$ cat src/rtl/map_ss_seq.sv
// Save-state sequencer: streams mapper state bytes out (dump) or back in (restore).
// Each restore write is held on ss_we until a synchronised falling edge of m2 has been seen.
`timescale 1ns/1ps

module map_ss_seq #(
  parameter int         SS_LEN   = 15,
  parameter logic [7:0] IDX_ADDR = 8'd127,
  parameter logic [7:0] MAP_IDX  = 8'd106,
  parameter int         RD_WAIT  = 2,
  parameter int         M2_TMO   = 1023
) (
  input  logic       clk,
  input  logic       map_rst,
  input  logic       m2,
  input  logic       cmd_dump,
  input  logic       cmd_load,
  output logic       busy,
  output logic       done,
  output logic       err,
  output logic       ss_act,
  output logic [7:0] ss_addr,
  output logic       ss_we,
  output logic [7:0] ss_wdat,
  input  logic [7:0] ss_rdat,
  output logic [7:0] out_dat,
  output logic       out_valid,
  input  logic       out_ready,
  input  logic [7:0] in_dat,
  input  logic       in_valid,
  output logic       in_ready
);

  localparam int TMO_W = $clog2(M2_TMO + 1);
  localparam int CNT_W = (TMO_W > 4) ? TMO_W : 4;

  localparam logic [7:0]       LAST_ADDR = 8'(SS_LEN - 1);
  localparam logic [CNT_W-1:0] RD_LAST   = CNT_W'(RD_WAIT);
  localparam logic [CNT_W-1:0] TMO_LAST  = CNT_W'(M2_TMO - 1);
  localparam logic [CNT_W-1:0] FALL_MIN  = CNT_W'(2);

  typedef enum logic [2:0] {
    S_IDLE,
    S_RD_SET,
    S_RD_PUSH,
    S_LD_HDR,
    S_LD_WAIT,
    S_LD_HOLD,
    S_LD_REL,
    S_FIN
  } state_t;

  state_t           r_state;
  logic [CNT_W-1:0] r_cnt;
  logic [7:0]       r_ss_addr;
  logic [7:0]       r_ss_wdat;
  logic [7:0]       r_out_dat;
  logic             r_ss_act;
  logic             r_ss_we;
  logic             r_done;
  logic             r_err;
  logic             r_out_valid;
  logic             r_in_ready;

  logic r_m2_s1;
  logic r_m2_s2;
  logic r_m2_prev;

  logic w_m2_fall;
  logic w_in_xfer;
  logic w_out_xfer;
  logic w_last;

  // NOTE: every clocked register uses non-blocking assignments so all flops
  // update together from the values present before the edge.
  always_ff @(posedge clk or posedge map_rst) begin
    if (map_rst) begin
      r_m2_s1   <= 1'b0;
      r_m2_s2   <= 1'b0;
      r_m2_prev <= 1'b0;
    end else begin
      r_m2_s1   <= m2;
      r_m2_s2   <= r_m2_s1;
      r_m2_prev <= r_m2_s2;
    end
  end

  assign w_m2_fall  = r_m2_prev & ~r_m2_s2;
  assign w_in_xfer  = in_valid & r_in_ready;
  assign w_out_xfer = r_out_valid & out_ready;
  assign w_last     = (r_ss_addr == LAST_ADDR);

  always_ff @(posedge clk or posedge map_rst) begin
    if (map_rst) begin
      r_state     <= S_IDLE;
      r_cnt       <= '0;
      r_ss_addr   <= 8'd0;
      r_ss_wdat   <= 8'd0;
      r_out_dat   <= 8'd0;
      r_ss_act    <= 1'b0;
      r_ss_we     <= 1'b0;
      r_done      <= 1'b0;
      r_err       <= 1'b0;
      r_out_valid <= 1'b0;
      r_in_ready  <= 1'b0;
    end else begin
      r_done <= 1'b0;
      case (r_state)
        S_IDLE: begin
          if (cmd_dump) begin
            r_state   <= S_RD_SET;
            r_ss_addr <= IDX_ADDR;
            r_cnt     <= '0;
            r_err     <= 1'b0;
            r_ss_act  <= 1'b1;
          end else if (cmd_load) begin
            r_state    <= S_LD_HDR;
            r_in_ready <= 1'b1;
            r_err      <= 1'b0;
            r_ss_act   <= 1'b1;
          end
        end

        S_RD_SET: begin
          if (r_cnt == RD_LAST) begin
            r_out_dat   <= ss_rdat;
            r_out_valid <= 1'b1;
            r_state     <= S_RD_PUSH;
          end else begin
            r_cnt <= r_cnt + CNT_W'(1);
          end
        end

        S_RD_PUSH: begin
          if (w_out_xfer) begin
            r_out_valid <= 1'b0;
            if (w_last) begin
              r_state  <= S_FIN;
              r_ss_act <= 1'b0;
              r_done   <= 1'b1;
            end else begin
              r_ss_addr <= (r_ss_addr == IDX_ADDR) ? 8'd0 : r_ss_addr + 8'd1;
              r_cnt     <= '0;
              r_state   <= S_RD_SET;
            end
          end
        end

        S_LD_HDR: begin
          if (w_in_xfer) begin
            if (in_dat != MAP_IDX) begin
              r_in_ready <= 1'b0;
              r_err      <= 1'b1;
              r_ss_act   <= 1'b0;
              r_state    <= S_FIN;
            end else begin
              r_ss_addr <= 8'd0;
              r_state   <= S_LD_WAIT;
            end
          end
        end

        S_LD_WAIT: begin
          if (w_in_xfer) begin
            r_ss_wdat  <= in_dat;
            r_in_ready <= 1'b0;
            r_ss_we    <= 1'b1;
            r_cnt      <= '0;
            r_state    <= S_LD_HOLD;
          end
        end

        // A fall seen in the first two hold cycles happened before ss_we rose,
        // so the mapper did not latch it; wait for the next one instead.
        S_LD_HOLD: begin
          if (w_m2_fall && (r_cnt >= FALL_MIN)) begin
            r_ss_we <= 1'b0;
            r_state <= S_LD_REL;
          end else if (r_cnt == TMO_LAST) begin
            r_ss_we  <= 1'b0;
            r_err    <= 1'b1;
            r_ss_act <= 1'b0;
            r_state  <= S_FIN;
          end else begin
            r_cnt <= r_cnt + CNT_W'(1);
          end
        end

        S_LD_REL: begin
          if (w_last) begin
            r_state  <= S_FIN;
            r_ss_act <= 1'b0;
            r_done   <= 1'b1;
          end else begin
            r_ss_addr  <= r_ss_addr + 8'd1;
            r_in_ready <= 1'b1;
            r_state    <= S_LD_WAIT;
          end
        end

        S_FIN: begin
          r_state <= S_IDLE;
        end

        default: begin
          r_state <= S_IDLE;
        end
      endcase
    end
  end

  assign busy      = r_ss_act;
  assign ss_act    = r_ss_act;
  assign done      = r_done;
  assign err       = r_err;
  assign ss_addr   = r_ss_addr;
  assign ss_we     = r_ss_we;
  assign ss_wdat   = r_ss_wdat;
  assign out_dat   = r_out_dat;
  assign out_valid = r_out_valid;
  assign in_ready  = r_in_ready;

endmodule

$ cat config.mk
export PLATFORM = sky130hd
export DESIGN_NAME = map_ss_seq
export DESIGN_NICKNAME = d
export VERILOG_FILES = /design/src/rtl/map_ss_seq.sv
export SDC_FILE = /design/constraint.sdc
export NUM_CORES = 1
export LEC_CHECK = 0
export ABC_AREA = 1
export BUFFER_PORTS_ARGS = -buffer_cell sky130_fd_sc_hd__buf_2
export CAP_MARGIN = 5
export CORE_AREA = 2 2 94 96
export DETAILED_ROUTE_END_ITERATION = 16
export DIE_AREA = 0 0 96 98
export GPL_TIMING_DRIVEN = 0
export MAX_ROUTING_LAYER = met4
export SLEW_MARGIN = 25
export SYNTH_ARGS = -nofsm -noshare
export SYNTH_HDL_FRONTEND = slang
export SYNTH_SLANG_ARGS = --single-unit
$ cat constraint.sdc
create_clock -name clk -period 1.7 [get_ports clk]
set_input_delay 0.17 -clock clk [delete_from_list [all_inputs] [get_ports clk]]
set_output_delay 0.17 -clock clk [all_outputs]
set_load 0.02 [all_outputs]
==> results.md <==
- The synthesized design devotes to its leading area cell type approximately two fifths of total area.
- Row generation in the floorplan step produced 34 rows.
- The CTS tree is done.
- Setup repair after global routing could not meet its margin everywhere.
- The worst hold path belongs to the class input pin to flip-flop.
- The mean routed wirelength per cell is ~12 um.
- The startpoint identified for the worst hold timing path is ss_rdat[6].
- Summed over all instances, the cell type with the most area after synthesis is dfrtp_1.
- At the pin with the least slew margin, the transition time is around 490 ps.
- The initial utilization of the core area, before any placement, comes to about a third.
- Once placement completed, the tool counted placed cells totaling 556.
- In this run the remaining antenna-violating nets after routing total 0.
- The layout overhead on the synthesized area is 25.5%.
- The fmax is 619 MHz.
- Max-cap violations in this run came to 0.
- The count of yosys warnings during synthesis is 0.
- Across all layers, the routed design uses approximately 2,700 vias.
- For this block, the initial DRC count from the detailed router was 86.
- The number of remaining DRC errors is 0.
- Setup slack closes at 84.5 ps.
- The post-synthesis async set-or-reset flop share is 100%.
- The number of distinct library cells after synthesis is 32.
- The area inside the core boundary is about 0.0085 mm2.
- For met2 alone, demand over resource in global routing was between 20% and 30%.
- The net switching power of the design is 3030 uW.
- The count of final max-slew check failures is 0.
- The largest fanout of any net on the critical path is 10.
- After layout, the minimum clock period comes to 1620 ps.
- The switching part of the total is about half.
- The most used routing layer in global routing is met2.
- Of the total power, combinational logic draws 58.4%.
- Global routing consumed, over all layers together, ~16% of the routing resources.
- Cell internal power was estimated by the tool at ~3200 uW.
- The clock root buffer is clkbuf_8.
- The register bit count reported by yosys is 46.
- The worst-case IR drop observed on VDD is a little over 0.7 mV.
- The routability congestion estimate is 0.909.
- The number of antenna violations at the first check in global routing is 0.
- Data on the critical path arrives at its endpoint at between 1500 and 2000 ps.
- The estimated wirelength of the detail-placed design is 5020 um.
- The share of the clock period used by the worst path is a little over nine tenths.
- Clock-pin slew was measured on the worst setup and hold paths at 90 ps.
- The synthesized netlist net count is between 400 and 500.
- The cell leakage power is around 0.0019 uW.
- The routed wire length is 6760 um.
- The headroom to the max-slew limit is between 60% and 70%.
- Buffers inserted during clock tree synthesis total 5.
- The hold-critical path depth is 3.
- The proportion of power drawn by the clock network is between 10% and 20%.
- The layout cell share with drive strength beyond 1 is ~29%.
- The number of sinks driven by the clock tree is 46.
- The startpoint type of the worst setup path is a flip-flop.
- The worst register-to-register path begins at r_cnt[0]$_DFFE_PP0P_.
- The hold path endpoint is out_dat[6]$_DFFE_PP0P_.
- The critical path is of the flip-flop to flip-flop type.
- The first detailed-routing pass ran for 4 iterations.
- The clock latency at the later pin of the worst-skew pair is between 300 and 400 ps.
- The floorplan step defined a die boundary enclosing between 0.009 and 0.01 mm2.
- The number of cells in the finished layout apart from fillers is a little under 600.
- A synthesized cell averages between 7 and 8 um2.
- The count of boundary I/O pins is between 50 and 60.
- The total global routing overflow is 0.
- The completed layout was analyzed and its total power is between 6000 and 7000 uW.
- Power spread over the standard cell area amounts to about 1700 mW/mm2.
- For flop-to-flop paths, the worst setup slack is between 80 and 90 ps.
- The width of the chip is around 96 um.
- The first-pass GRT wire length is 11,700 um.
- The met1 track demand over resource in global routing is between 20% and 30%.
- Cells fill 42.3% of the core in the end.
- For met3 alone, demand over resource in global routing was 3.16%.
- The number of nets in the final layout is about 500.
- The final number of hold-violating endpoints is 0.
- The overall die height is around 98 um.
- The number of setup violations in the final report is 0.
- The port buffer count is 53.
- The flow ran to the end, and the final reports show no timing, DRC or antenna violations.
- The antenna cell count is 0.
- The clock arrives with 13.0 ps of skew.
- Sorting the synthesized cells by area gives the leading types as dfrtp_1 40%, nand2_1 19%, nor2_1 6.3%.
- The worst setup path is captured at a flip-flop.
- The via count of the first global-routing pass was 2,557.
- Measured in cells, the most critical reg-to-reg path has a length of 10.
- The synthesized design contains 0 enable-type register cells.
- At the placement stage, the worst setup path has a slack of -86.5 ps.
- The share of the Yosys chip area taken by registers is between 40% and 50%.
- The endpoint identified for the worst register-to-register timing path is r_cnt[3]$_DFFE_PP0P_.
- The sequential share of power is between 20% and 30%.
- The clock tree synthesis step divided the H-tree into 2 levels.
- The clock passes through at most 2 buffers.
- Synthesis handed over a netlist of 394 instances.
- At the worst endpoint, the required time is 1940 ps.
- The synthesized cell area is around 0.0029 mm2.
- Using the TritonRoute via totals, the vias-per-cell ratio works out to approximately 4.7.
- In the synthesized netlist the dominant register cell turns out to be dfrtp_1.
- The maximum number of pins on one net before global-route repair is 26.
sequential cells by signal (all words and copies together) (netlist names), 3 cells and up:
| signal | flops |
|---|---|
| ss_wdat | 8 |
| out_dat | 8 |
| r_state | 3 |
| r_cnt | 10 |
| ss_addr | 8 |
cells in the mapped netlist, types with 4 or more instances:
| cell type | n |
|---|---|
| nor2_2 | 5 |
| xor2_1 | 5 |
| nand4_1 | 5 |
| nand3_1 | 26 |
| nand3_2 | 12 |
| nor2_1 | 48 |
| o21ai_0 | 16 |
| buf_2 | 5 |
| nand2_1 | 147 |
| inv_1 | 26 |
| ha_1 | 4 |
| a21oi_1 | 8 |
| dfrtp_1 | 46 |
| inv_2 | 9 |
| o21ai_1 | 5 |
| mux2_2 | 4 |
power groups by stage:
stage | combinational (uW) | sequential (uW) | clock [uW]
6_report | 3610 | 1820 | 763
5_1_grt | 4070 | 1870 | 845
4_1_cts | 3410 | 1810 | 789
3_5_place_dp | 3350 | 1840 | 0
3_3_place_gp | 3300 | 1830 | 0
2_1_floorplan | 2110 | 2170 | 0
metrics by stage:
stage	hold slack, ps	setup TNS [ps]	cell area [um2]
after floorplan	201	0	2860
final	57.8	0	3580
after global placement	281	-11730	3260
after global routing	60.0	-163	3580
after detailed placement	228	-851	3280
after CTS	51.8	0	3460
worst max-delay path by stage:
stage,startpoint,to,slack (ps)
after global routing,r_state[0]$_DFFE_PP0P_,busy$_DFFE_PP0P_,-40
after detailed placement,r_cnt[0]$_DFFE_PP0P_,ss_we$_DFFE_PP0P_,-90
after CTS,ss_addr[0]$_DFFE_PP0P_,ss_addr[0]$_DFFE_PP0P_,10
after floorplan,r_cnt[0]$_DFFE_PP0P_,ss_we$_DFFE_PP0P_,110
after global placement,map_rst,ss_addr[4]$_DFFE_PP0P_,-250
final,r_cnt[0]$_DFFE_PP0P_,r_cnt[3]$_DFFE_PP0P_,80
critical path, stage by stage (launching register included):
cell and delay (ps):
dfrtp_2 380, inv_1 40, ha_2 200, nor2_2 130, nand3_1 100, o21bai_2 210, nand2_2 90, nand2_4 100
buf_12 150, nand3_2 70, nand2_1 70
layer usage:
metal | routed length, um | vias up
met3 | 303 | 8
met2 | 3340 | 60
met1 | 3000 | 1248
met4 | 123 | 0
met5 | 0 | -
li1 | - | 1390
logic make-up (layout without fill, tap and decap cells):
| family | count (synthesis) | count (layout) | synth area share [%] |
|---|---|---|---|
| AOI/OAI and AO/OA | 33 | 33 | 6.27 |
| muxes | 4 | 4 | 1.58 |
| xor gates and xnor gates | 7 | 7 | 2.15 |
| and+or+nand+nor | 253 | 253 | 40.2 |
| buffers and inverters | 46 | 123 | 7.05 |
| DFF | 46 | 46 | 40.3 |
| adders and majority gates | 5 | 5 | 2.45 |
timing repair:
action                                  CTS  global route
resized for setup                         2            18
endpoints found under the hold margin    22             0
hold buffers                              2             0
pin swaps                                 1             7
endpoints found under the setup margin   18            33
setup buffers                             4             9
final cells by class:
cell class	instances	area [um2]
clock inverter	1	8.76
sequential	46	1150
timing repair buffer	69	428
multi-input combinational	302	1530
inverter	35	141
tap	108	135
buffer	11	85.1
clock buffer	7	96.3
fill	873	4880
placed cells by master, fill, tap and decap left out, types with 3 or more instances in the layout:
master / synthesis / routed
mux2_2: 4 / 4
inv_2: 9 / 7
nand2_1: 147 / 145
buf_2: 5 / 57
nand2_2: 2 / 3
nor2_4: 2 / 3
nand2_4: 2 / 3
buf_12: 0 / 4
o21ai_0: 16 / 16
nor2_2: 5 / 7
ha_1: 4 / 3
inv_1: 26 / 25
clkbuf_8: 0 / 7
o21ai_1: 5 / 5
dfrtp_2: 0 / 3
nand3_1: 26 / 25
nor2_1: 48 / 45
dfrtp_1: 46 / 43
nand4_1: 5 / 5
xor2_1: 5 / 5
buf_4: 2 / 12
a21oi_1: 8 / 8
nand3_2: 12 / 13
(Power assumes the default switching activity.)
